`src/rtl/pipelined_instruction_decoder_if.sv`:
```
// Fetch-to-decode and decode-to-execute signal bundle for the instruction decoder.
// The slave view belongs to the decoder; the master view belongs to the environment around it.
interface pipelined_instruction_decoder_if #(
  parameter int DATA_W    = 32,
  parameter int ERR_CNT_W = 8
);
  logic                 in_valid;
  logic                 in_ready;
  logic [31:0]          ir;
  logic                 out_valid;
  logic                 out_ready;
  logic                 rw, mw, mb, ma, cs, ps;
  logic [1:0]           md, bs;
  logic [4:0]           fs;
  logic [4:0]           da, aa, ba;
  logic [DATA_W-1:0]    imm;
  logic                 illegal;
  logic                 bubble;
  logic [ERR_CNT_W-1:0] err_cnt;

  modport master (
    output in_valid, ir, out_ready,
    input  in_ready, out_valid, rw, mw, mb, ma, cs, ps, md, bs, fs,
           da, aa, ba, imm, illegal, bubble, err_cnt
  );

  modport slave (
    input  in_valid, ir, out_ready,
    output in_ready, out_valid, rw, mw, mb, ma, cs, ps, md, bs, fs,
           da, aa, ba, imm, illegal, bubble, err_cnt
  );
endinterface

```
`src/rtl/pipelined_instruction_decoder.sv`:
```
// Registered, handshaked decode stage: opcode -> control word, operand fields, extended
// immediate, one-bubble load-use hazard insertion and a saturating illegal-opcode counter.
module pipelined_instruction_decoder #(
  parameter int DATA_W    = 32,
  parameter int HAZARD_EN = 1,
  parameter int ERR_CNT_W = 8
) (
  input  logic                           clk,
  input  logic                           rst_n,
  pipelined_instruction_decoder_if.slave bus
);

  typedef struct packed {
    logic       rw;
    logic [1:0] md;
    logic [1:0] bs;
    logic       ps;
    logic       mw;
    logic [4:0] fs;
    logic       mb;
    logic       ma;
    logic       cs;
  } ctrl_t;

  localparam logic [6:0] OP_NOP = 7'b0000000;
  localparam logic [6:0] OP_ADD = 7'b0000010;
  localparam logic [6:0] OP_SUB = 7'b0000101;
  localparam logic [6:0] OP_SLT = 7'b1100101;
  localparam logic [6:0] OP_AND = 7'b0001000;
  localparam logic [6:0] OP_OR  = 7'b0001010;
  localparam logic [6:0] OP_XOR = 7'b0001100;
  localparam logic [6:0] OP_NOT = 7'b0101110;
  localparam logic [6:0] OP_MOV = 7'b1000000;
  localparam logic [6:0] OP_LSL = 7'b0110000;
  localparam logic [6:0] OP_LSR = 7'b0110001;
  localparam logic [6:0] OP_ADI = 7'b0100010;
  localparam logic [6:0] OP_SBI = 7'b0100101;
  localparam logic [6:0] OP_ANI = 7'b0101000;
  localparam logic [6:0] OP_ORI = 7'b0101010;
  localparam logic [6:0] OP_XRI = 7'b0101100;
  localparam logic [6:0] OP_AIU = 7'b1100010;
  localparam logic [6:0] OP_SIU = 7'b1000101;
  localparam logic [6:0] OP_LD  = 7'b0100001;
  localparam logic [6:0] OP_ST  = 7'b0000001;
  localparam logic [6:0] OP_BZ  = 7'b0100000;
  localparam logic [6:0] OP_BNZ = 7'b1100000;
  localparam logic [6:0] OP_JMR = 7'b1100001;
  localparam logic [6:0] OP_JMP = 7'b1000100;
  localparam logic [6:0] OP_JML = 7'b0000111;

  function automatic logic signed [DATA_W-1:0] ext_imm(input logic [14:0] raw, input logic sext);
    logic signed [14:0] raw_s;
    raw_s = raw;
    return sext ? DATA_W'(raw_s) : DATA_W'(raw);
  endfunction

  function automatic logic [ERR_CNT_W-1:0] sat_inc(input logic [ERR_CNT_W-1:0] v);
    return (&v) ? v : v + ERR_CNT_W'(1);
  endfunction

  logic [6:0] op;
  logic [4:0] ir_da, ir_aa, ir_ba;
  ctrl_t      ctrl_dec;
  logic       illegal_dec;
  logic signed [DATA_W-1:0] imm_dec;

  assign op    = bus.ir[31:25];
  assign ir_da = bus.ir[24:20];
  assign ir_aa = bus.ir[19:15];
  assign ir_ba = bus.ir[14:10];

  always_comb begin
    ctrl_dec    = '0;
    illegal_dec = 1'b0;
    case (op)
      OP_NOP: ;
      OP_ADD: begin ctrl_dec.rw = 1'b1; ctrl_dec.fs = 5'b00010; end
      OP_SUB: begin ctrl_dec.rw = 1'b1; ctrl_dec.fs = 5'b00101; end
      OP_SLT: begin ctrl_dec.rw = 1'b1; ctrl_dec.fs = 5'b00101; ctrl_dec.md = 2'b10; end
      OP_AND: begin ctrl_dec.rw = 1'b1; ctrl_dec.fs = 5'b01000; end
      OP_OR:  begin ctrl_dec.rw = 1'b1; ctrl_dec.fs = 5'b01010; end
      OP_XOR: begin ctrl_dec.rw = 1'b1; ctrl_dec.fs = 5'b01100; end
      OP_NOT: begin ctrl_dec.rw = 1'b1; ctrl_dec.fs = 5'b01110; end
      OP_MOV: begin ctrl_dec.rw = 1'b1; ctrl_dec.fs = 5'b00000; end
      OP_LSL: begin ctrl_dec.rw = 1'b1; ctrl_dec.fs = 5'b10100; end
      OP_LSR: begin ctrl_dec.rw = 1'b1; ctrl_dec.fs = 5'b11000; end
      OP_ADI: begin ctrl_dec.rw = 1'b1; ctrl_dec.mb = 1'b1; ctrl_dec.fs = 5'b00010; ctrl_dec.cs = 1'b1; end
      OP_SBI: begin ctrl_dec.rw = 1'b1; ctrl_dec.mb = 1'b1; ctrl_dec.fs = 5'b00101; ctrl_dec.cs = 1'b1; end
      OP_ANI: begin ctrl_dec.rw = 1'b1; ctrl_dec.mb = 1'b1; ctrl_dec.fs = 5'b01000; end
      OP_ORI: begin ctrl_dec.rw = 1'b1; ctrl_dec.mb = 1'b1; ctrl_dec.fs = 5'b01010; end
      OP_XRI: begin ctrl_dec.rw = 1'b1; ctrl_dec.mb = 1'b1; ctrl_dec.fs = 5'b01100; end
      OP_AIU: begin ctrl_dec.rw = 1'b1; ctrl_dec.mb = 1'b1; ctrl_dec.fs = 5'b00010; end
      OP_SIU: begin ctrl_dec.rw = 1'b1; ctrl_dec.mb = 1'b1; ctrl_dec.fs = 5'b00101; end
      OP_LD:  begin ctrl_dec.rw = 1'b1; ctrl_dec.md = 2'b01; end
      OP_ST:  ctrl_dec.mw = 1'b1;
      OP_BZ:  begin ctrl_dec.bs = 2'b01; ctrl_dec.mb = 1'b1; ctrl_dec.cs = 1'b1; end
      OP_BNZ: begin ctrl_dec.bs = 2'b01; ctrl_dec.ps = 1'b1; ctrl_dec.mb = 1'b1; ctrl_dec.cs = 1'b1; end
      OP_JMR: ctrl_dec.bs = 2'b10;
      OP_JMP: begin ctrl_dec.bs = 2'b11; ctrl_dec.mb = 1'b1; ctrl_dec.cs = 1'b1; end
      OP_JML: begin
        ctrl_dec.rw = 1'b1; ctrl_dec.bs = 2'b11; ctrl_dec.ma = 1'b1;
        ctrl_dec.mb = 1'b1; ctrl_dec.cs = 1'b1;
      end
      default: illegal_dec = 1'b1;
    endcase
    imm_dec = ext_imm(bus.ir[14:0], ctrl_dec.cs);
  end

  // Stage p1: output register and hazard tracking state
  logic                  vld_p1;
  ctrl_t                 ctrl_p1;
  logic [4:0]            da_p1, aa_p1, ba_p1;
  logic signed [DATA_W-1:0] imm_p1;
  logic                  illegal_p1;
  logic                  bubble_p1;
  logic [ERR_CNT_W-1:0]  err_cnt_p1;
  logic                  prev_ld_p1;
  logic [4:0]            prev_da_p1;

  logic can_load, hazard, take, ins_bubble;

  // Register operands only count as sources when the mux selects them (MA/MB = 0).
  assign hazard     = (HAZARD_EN != 0) && bus.in_valid && prev_ld_p1 &&
                      ((!ctrl_dec.ma && (ir_aa == prev_da_p1)) ||
                       (!ctrl_dec.mb && (ir_ba == prev_da_p1)));
  assign can_load   = !vld_p1 || bus.out_ready;
  assign take       = bus.in_valid && can_load && !hazard;
  assign ins_bubble = hazard && can_load;

  always_ff @(posedge clk or negedge rst_n) begin
    if (!rst_n) begin
      vld_p1     <= 1'b0;
      ctrl_p1    <= '0;
      da_p1      <= '0;
      aa_p1      <= '0;
      ba_p1      <= '0;
      imm_p1     <= '0;
      illegal_p1 <= 1'b0;
      bubble_p1  <= 1'b0;
      err_cnt_p1 <= '0;
      prev_ld_p1 <= 1'b0;
      prev_da_p1 <= '0;
    end else if (take) begin
      vld_p1     <= 1'b1;
      ctrl_p1    <= ctrl_dec;
      da_p1      <= ir_da;
      aa_p1      <= ir_aa;
      ba_p1      <= ir_ba;
      imm_p1     <= imm_dec;
      illegal_p1 <= illegal_dec;
      bubble_p1  <= 1'b0;
      prev_ld_p1 <= (op == OP_LD);
      prev_da_p1 <= ir_da;
      if (illegal_dec) err_cnt_p1 <= sat_inc(err_cnt_p1);
    end else if (ins_bubble) begin
      vld_p1     <= 1'b1;
      ctrl_p1    <= '0;
      da_p1      <= '0;
      aa_p1      <= '0;
      ba_p1      <= '0;
      imm_p1     <= '0;
      illegal_p1 <= 1'b0;
      bubble_p1  <= 1'b1;
      prev_ld_p1 <= 1'b0;
    end else if (bus.out_ready) begin
      vld_p1 <= 1'b0;
    end
  end

  assign bus.in_ready  = can_load && !hazard;
  assign bus.out_valid = vld_p1;
  assign bus.rw        = ctrl_p1.rw;
  assign bus.md        = ctrl_p1.md;
  assign bus.bs        = ctrl_p1.bs;
  assign bus.ps        = ctrl_p1.ps;
  assign bus.mw        = ctrl_p1.mw;
  assign bus.fs        = ctrl_p1.fs;
  assign bus.mb        = ctrl_p1.mb;
  assign bus.ma        = ctrl_p1.ma;
  assign bus.cs        = ctrl_p1.cs;
  assign bus.da        = da_p1;
  assign bus.aa        = aa_p1;
  assign bus.ba        = ba_p1;
  assign bus.imm       = imm_p1;
  assign bus.illegal   = illegal_p1;
  assign bus.bubble    = bubble_p1;
  assign bus.err_cnt   = err_cnt_p1;

endmodule

```
`src/flat_wrapper.sv`:
```
// flat-port wrapper written by rule: the top's interface ports become plain ports
module pipelined_instruction_decoder_flat 
#(
  parameter int DATA_W    = 32,
  parameter int HAZARD_EN = 1,
  parameter int ERR_CNT_W = 8
)
  (clk, rst_n, bus_in_valid, bus_ir, bus_out_ready, bus_in_ready, bus_out_valid, bus_rw, bus_mw, bus_mb, bus_ma, bus_cs, bus_ps, bus_md, bus_bs, bus_fs, bus_da, bus_aa, bus_ba, bus_imm, bus_illegal, bus_bubble, bus_err_cnt);
  pipelined_instruction_decoder_if #(.DATA_W(DATA_W), .ERR_CNT_W(ERR_CNT_W)) bus_i ();
  input  logic clk;
  input  logic rst_n;
  input wire logic [$bits(bus_i.in_valid)-1:0] bus_in_valid;
  input wire logic [$bits(bus_i.ir)-1:0] bus_ir;
  input wire logic [$bits(bus_i.out_ready)-1:0] bus_out_ready;
  output wire logic [$bits(bus_i.in_ready)-1:0] bus_in_ready;
  output wire logic [$bits(bus_i.out_valid)-1:0] bus_out_valid;
  output wire logic [$bits(bus_i.rw)-1:0] bus_rw;
  output wire logic [$bits(bus_i.mw)-1:0] bus_mw;
  output wire logic [$bits(bus_i.mb)-1:0] bus_mb;
  output wire logic [$bits(bus_i.ma)-1:0] bus_ma;
  output wire logic [$bits(bus_i.cs)-1:0] bus_cs;
  output wire logic [$bits(bus_i.ps)-1:0] bus_ps;
  output wire logic [$bits(bus_i.md)-1:0] bus_md;
  output wire logic [$bits(bus_i.bs)-1:0] bus_bs;
  output wire logic [$bits(bus_i.fs)-1:0] bus_fs;
  output wire logic [$bits(bus_i.da)-1:0] bus_da;
  output wire logic [$bits(bus_i.aa)-1:0] bus_aa;
  output wire logic [$bits(bus_i.ba)-1:0] bus_ba;
  output wire logic [$bits(bus_i.imm)-1:0] bus_imm;
  output wire logic [$bits(bus_i.illegal)-1:0] bus_illegal;
  output wire logic [$bits(bus_i.bubble)-1:0] bus_bubble;
  output wire logic [$bits(bus_i.err_cnt)-1:0] bus_err_cnt;
  assign bus_i.in_valid = bus_in_valid;
  assign bus_i.ir = bus_ir;
  assign bus_i.out_ready = bus_out_ready;
  assign bus_in_ready = bus_i.in_ready;
  assign bus_out_valid = bus_i.out_valid;
  assign bus_rw = bus_i.rw;
  assign bus_mw = bus_i.mw;
  assign bus_mb = bus_i.mb;
  assign bus_ma = bus_i.ma;
  assign bus_cs = bus_i.cs;
  assign bus_ps = bus_i.ps;
  assign bus_md = bus_i.md;
  assign bus_bs = bus_i.bs;
  assign bus_fs = bus_i.fs;
  assign bus_da = bus_i.da;
  assign bus_aa = bus_i.aa;
  assign bus_ba = bus_i.ba;
  assign bus_imm = bus_i.imm;
  assign bus_illegal = bus_i.illegal;
  assign bus_bubble = bus_i.bubble;
  assign bus_err_cnt = bus_i.err_cnt;
  pipelined_instruction_decoder #(.DATA_W(DATA_W), .HAZARD_EN(HAZARD_EN), .ERR_CNT_W(ERR_CNT_W)) u_core (.clk(clk), .rst_n(rst_n), .bus(bus_i));
endmodule
```
`config.mk`:
```
export PLATFORM = sky130hd
export DESIGN_NAME = pipelined_instruction_decoder_flat
export DESIGN_NICKNAME = d
export VERILOG_FILES = /design/src/rtl/pipelined_instruction_decoder_if.sv /design/src/rtl/pipelined_instruction_decoder.sv /design/src/flat_wrapper.sv
export SDC_FILE = /design/constraint.sdc
export NUM_CORES = 1
export LEC_CHECK = 0
export CAP_MARGIN = 25
export CORE_ASPECT_RATIO = 1.25
export CORE_UTILIZATION = 42
export CTS_BUF_LIST = sky130_fd_sc_hd__clkbuf_2
export CTS_CLUSTER_DIAMETER = 40
export DETAILED_ROUTE_END_ITERATION = 10
export PLACE_DENSITY = 0.89
export SLEW_MARGIN = 20
export SYNTH_ARGS = -nofsm -noshare
export SYNTH_HDL_FRONTEND = slang
export SYNTH_SLANG_ARGS = --single-unit
```
`constraint.sdc`:
```
create_clock -name clk -period 2.35 [get_ports clk]
set_clock_uncertainty 0.05 [all_clocks]
set_input_delay 0.47 -clock clk [delete_from_list [all_inputs] [get_ports clk]]
set_output_delay 0.47 -clock clk [all_outputs]
set_load 0.02 [all_outputs]
```
==> Yosys cells after proc, flatten, opt, wreduce, memory -nomap -nowiden <==
Cells that the tools add are included.
{ "op_classes": {"addsub": 1, "n_reduce_logical": 30, "n_bitwise": 2, "n_eq_ne": 26, "n_mux": 27} }
{ "op_table": {"columns": ["operator", "count"], "rows": [
  ["$mux 32", 3],
  ["$eq 7x6->1 const B", 10],
  ["$eq 7x7->1 const B", 7],
  ["$pmux 5 s8", 1],
  ["$mux 15", 2],
  ["$reduce_or 25->1", 1],
  ["$eq 7x4->1 const B", 3],
  ["$mux 5", 4],
  ["$reduce_or 19->1", 1],
  ["$mux 1", 15],
  ["$eq 7x3->1 const B", 2],
  ["$reduce_or 11->1", 1],
  ["$eq 5x5->1", 2],
  ["$reduce_or 2->1", 5],
  ["$add 8x1->8 const B", 1],
  ["$logic_and 1x1->1", 8],
  ["$reduce_and 8->1", 1],
  ["$eq 7x1->1 const B", 1],
  ["$eq 7x2->1 const B", 1],
  ["$logic_not 7->1", 1],
  ["$pmux 2 s3", 1],
  ["$reduce_or 6->1", 1],
  ["$logic_not 1->1", 4],
  ["$pmux 2 s2", 1],
  ["other kinds (7)", 9]
]} }
{ "totals": {"wordCells": 105, "in_bits": 36, "ff_bits": 79, "output_inout_bits": 74} }

==> Logic depth before layout (Yosys ltp) <==
{ "depth": {"word_depth": 10, "mapped_depth": 10, "mapped_depth_nobuf": 7} }

==> Worst setup path before layout <==
OpenSTA, ideal clock, no wires.
{ "synth_timing": {"kind": "input to output", "start": "in bus_ir[26]", "end": "out bus_in_ready", "required_ns": 1.830, "path_buffers": 3, "path_slack_ns": -0.319, "cell_stages": 8, "arrival_time_ns": 2.149, "cell_sequence": "buf_2 > or3b_2 > nor3_1 > a311o_1 > o31ai_1 > buf_2 > buf_2 > nor2b_1"} }
{ "synth_via": {"elab_chain_len": 9, "word_cells_on_any_way": 22, "cone_classes": "eq/ne: 11; mux: 2; reduce/logical: 9"} }
{ "synth_rtl": {"columns": ["element", "line", "text"], "rows": [
  ["start, declared", "flat_wrapper.sv:13", "input wire logic [$bits(bus_i.ir)-1:0] bus_ir;"],
  ["$eq 7x6->1 (tied with other cells)", "pipelined_instruction_decoder.sv:75", "case (op)"],
  ["$reduce_or 11->1 (no line)", null, null],
  ["$mux 1", "pipelined_instruction_decoder.sv:75", null],
  ["$logic_not 1->1", "pipelined_instruction_decoder.sv:125", "(!ctrl_dec.mb && (ir_ba == prev_da_p1)));"],
  ["$logic_and 1x1->1", "pipelined_instruction_decoder.sv:125", null],
  ["$logic_or 1x1->1 *", "pipelined_instruction_decoder.sv:124", "((!ctrl_dec.ma && (ir_aa == prev_da_p1)) ||"],
  ["$logic_and 1x1->1 *", "pipelined_instruction_decoder.sv:123", "assign hazard = (HAZARD_EN != 0) && bus.in_valid && prev_ld_p1 &&"],
  ["$logic_not 1->1 *", "pipelined_instruction_decoder.sv:170", "assign bus.in_ready = can_load && !hazard;"],
  ["$logic_and 1x1->1 *", "pipelined_instruction_decoder.sv:170", null],
  ["end, declared", "flat_wrapper.sv:15", "output wire logic [$bits(bus_i.in_ready)-1:0] bus_in_ready;"]
]} }
Every way passes the cells marked *; elsewhere a longest branch is shown, timed or not.

==> Final worst setup path <==
{ "layout_timing": {"start": "in bus_ir[14]", "end": "out bus_in_ready"} }
{ "layout_via": {"elab_chain_len": 6} }
{ "layout_rtl": {"columns": ["element", "line"], "rows": [
  ["$eq 5x5->1", "pipelined_instruction_decoder.sv:125"],
  ["$logic_and 1x1->1", "pipelined_instruction_decoder.sv:125"],
  ["$logic_or 1x1->1", "pipelined_instruction_decoder.sv:124"],
  ["$logic_and 1x1->1", "pipelined_instruction_decoder.sv:123"],
  ["$logic_not 1->1", "pipelined_instruction_decoder.sv:170"],
  ["$logic_and 1x1->1", "pipelined_instruction_decoder.sv:170"]
]} }
No other way between the ends.

==> impl_metrics.tcl <==
set metrics [dict create \
    cts.sink_count 58 \
    predominant_post_synthesis_flop_cell "dfrtp_1" \
    worst-endpoint-required_ns 1.83 \
    ctsLongestPathBuffers 2 \
    drt_pass1_iterations 4 \
    yosysSeqAreaShare_pct 46.3 \
    synth_largest_type_area_fraction_pct 46.3 \
    path_max_fanout 2 \
    via_density_per_instance 5.52 \
    rsz0062_at_grt "true" \
    placement.cell_area_sq_um 4510 \
    timing.fmax_mhz 367 \
    synth_area_sq_um 3140 \
    synth_cell_types 50 \
    dpl.hpwl_mm 6.62 \
    route.vias.total 3075 \
    cts.htree.levels 3 \
    worst_setup_hold_path_clk_slew_ns 0.17 \
    initial_utilization_pct 44.2 \
    reg2reg_setup_slack_ns -0.22 \
    average_instance_area_after_synthesis_sq_um 10.1 \
    max_cap_viol_count 0 \
    final_cells 557 \
    p_leak_nw 2.39 \
    synthesis.yosys.warnings 0 \
    rr_startpoint "u_core.prev_da_p1[4]$_DFFE_PN0P_" \
    cts_tree "done" \
    core_area_sq_um 7100 \
    totalNegativeSetupSlack_ns -5.86 \
    first_iteration_detailed_routing_drc_count 138 \
    global_route.usage.total_pct 23.9 \
    fp.dieW_um 79.3 \
    grt_first_pass_wirelength_mm 14.3 \
    timing.final.crit_period_ns 2.73 \
    synthMostInstantiatedCell "dfrtp_1" \
    dpl.cell_count 514 \
    cts.root.buffer_cell "clkbuf_2" \
    rr_worst_depth 11 \
    setup_viol 44 \
    hold_removal_path_class "primary input to flip-flop" \
    timing.critical_path.arrival_ns 2.21 \
    nNetsFinal 499 \
    max_stage_delay_ns 0.48 \
    syn_inst 310 \
    setup_cp_type "primary input to output pin" \
    slew_headroom_pct 61.4 \
    timing.hold.worst.start "bus_ir[26]" \
    synth_edf_count 0 \
    gp_congestion 0.834 \
    share_of_final_layout_standard_cells_stronger_than_drive_strength_1_pct 30.4 \
    timing.final.crit_share_pct 116 \
    wire_per_inst_um 18.1 \
    cpMaxStageDelayCell "clkdlybuf4s50_1" \
    route.antenna.remaining_nets 0 \
    synth.net_count 347 \
    wl_mm 10.1 \
    finalInstanceArea_sq_um 5130 \
    flow.area_growth_from_synthesis_pct 63.6 \
    synth_top_cell_by_area "dfrtp_1" \
    hold_path_depth 3 \
    critPathLaunchType "primary input" \
    cts_made_buffers 9 \
    drc_violations_left 0 \
    asyncSetResetFlopFracSynth_pct 100 \
    boundaryPins 110 \
    timing.critical_path.cells "clkdlybuf4s50_1 > xnor2_1 > nand4_1 > or3_4 > o31ai_4 > nor2b_4 > buf_6" \
    later_pin_clock_latency_in_the_skew_report_ns 0.50 \
    die_h_um 98.6 \
    synth_commonest_cells "58 x dfrtp_1, 33 x nand2_1, 27 x buf_4" \
    run_status "finished with violations" \
    finalHoldViolCount 0 \
    tightestPinTransition_ns 0.579 \
    grt_max_degree 34 \
    timing.final.max_slew_violations 0 \
    regToRegEndpoint "u_core.bus.err_cnt[1]$_DFFE_PN0P_" \
    antenna-diode-count 0 \
    critPathCaptureType "output pin" \
    port-buffer-count 109 \
    antenna_found_initial 0 \
    design.die.area_sq_um 7820 \
    synth.ff_latch_count 58 \
    power_density_nw_per_um2 597 \
    worst_case_setup_margin_in_the_final_layout_ns -0.378 \
    leftover_overflow_at_the_end_of_global_routing 0 \
    core.rowCount 34 \
    largest_cells_by_area_after_synthesis "dfrtp_1 46%, a22o_1 7.0%, buf_4 6.5%, nand2_1 3.9%, mux2_2 2.9%" \
    vdd_ir_drop_max_v 0.000581 \
    grt_pass1_vias 2989 \
    failed_checks "setup timing" \
    hold_path_end "u_core.bus.md[1]$_DFFE_PN0P_" \
]
==> cell type report <==
class	count	area (sq um)
Fill cell	502	1970
Timing Repair Buffer	186	1830
Multi-Input combinational cell	203	1580
Clock buffer	9	45.0
Inverter	4	15.0
Tap cell	90	113
Clock inverter	7	92.6
Sequential cell	58	1450
==> per-layer routing <==
metal  track usage (%)  wire [um]  part of all wire [%]
met1              28.8       3950                    39
met2              39.3       5210                    52
met3              5.65        522                   5.2
met4              13.0        408                   4.0
met5                 0          0                     0
==> critical path, delay by kind of cell <==
family | cells | cell delay, ns
xor gates and xnor gates | 1 | 0.22
AOI/OAI and AO/OA | 1 | 0.26
buffers and inverters | 2 | 0.61
and+or+nand+nor | 3 | 0.64
==> cell usage in the layout, fill, tap and decap left out, drive strengths merged, types with 3 or more instances in the layout <==
master and instances:
dlymetal6s2s 8, nor2 12, a21oi 6, nand3 3, and3 3, nor4 3
clkdlybuf4s50 92, nor4bb 3, nand2b 6, dfrtp 58, mux2 9, o21ai 15
clkbuf 19, or2 3, o31ai 7, o211ai 3, xor2 10, o41ai 4
nor3 9, or4 3, nand4 5, a22o 25, inv 5, nand2 33
xnor2 8, a21o 3, buf 75, a31oi 3, nor3b 3
==> what timing repair did <==
item | CTS | global route
pin swaps | 12 | 13
gates cloned | 0 | 4
setup buffers | 4 | 19
hold buffers | 1 | 0
setup endpoints to repair | 61 | 47
endpoints found under the hold margin | 23 | 0
resized for setup | 36 | 50
==> worst max path at each step <==
stage	from	endpoint	slack (ns)	cells after the start
finish	bus_ir[14]	bus_in_ready	-0.38	7
floorplan	bus_ir[27]	bus_in_ready	-0.05	9
global placement	bus_ir[28]	bus_in_ready	-0.87	7
CTS	u_core.prev_da_p1[4]$_DFFE_PN0P_	bus_in_ready	-0.39	6
detailed placement	bus_ir[28]	bus_in_ready	-0.98	7
global route	u_core.prev_da_p1[4]$_DFFE_PN0P_	bus_in_ready	-0.51	6
==> per-stage QoR <==
| step | util [%] | hold WS, ns | power (mW) | worst slack [ns] |
|---|---|---|---|---|
| 6_report | 72.2 | 0.321 | 3.06 | -0.378 |
| 5_1_grt | 72.2 | 0.295 | 3.21 | -0.512 |
| 4_1_cts | 67.0 | 0.380 | 3.01 | -0.393 |
| 3_5_place_dp | 63.4 | 0.421 | 2.24 | -0.979 |
| 3_3_place_gp | 63.4 | 0.411 | 2.21 | -0.869 |
| 2_1_floorplan | - | 0.124 | 1.75 | -0.0513 |
==> report_power, final <==
group / switching (mW) / internal, mW / leakage, nW
clock network: 0.393 / 0.350 / 0.0760
logic: 0.507 / 0.555 / 1.57
registers: 0.127 / 1.13 / 0.738
==> logic make-up after synthesis <==
logic type | synth area share [%]
AOI/OAI and AO/OA | 16.9
xor gates and xnor gates | 5.02
adders and majority gates | 0.399
buffers and inverters | 9.49
DFF | 46.3
muxes | 3.87
and+or+nand+nor | 18.1
==> sequential cells by signal, summed over array words and instances, names as in the netlist, 2 cells and up <==
signal and count:
u_core.bus.err_cnt 8, u_core.bus.imm 16, u_core.bus.bs 2, u_core.bus.aa 5
u_core.bus.md 2, u_core.prev_da_p1 5, u_core.bus.da 5, u_core.bus.fs 5
Note: power is estimated with default switching activity, not from simulation.
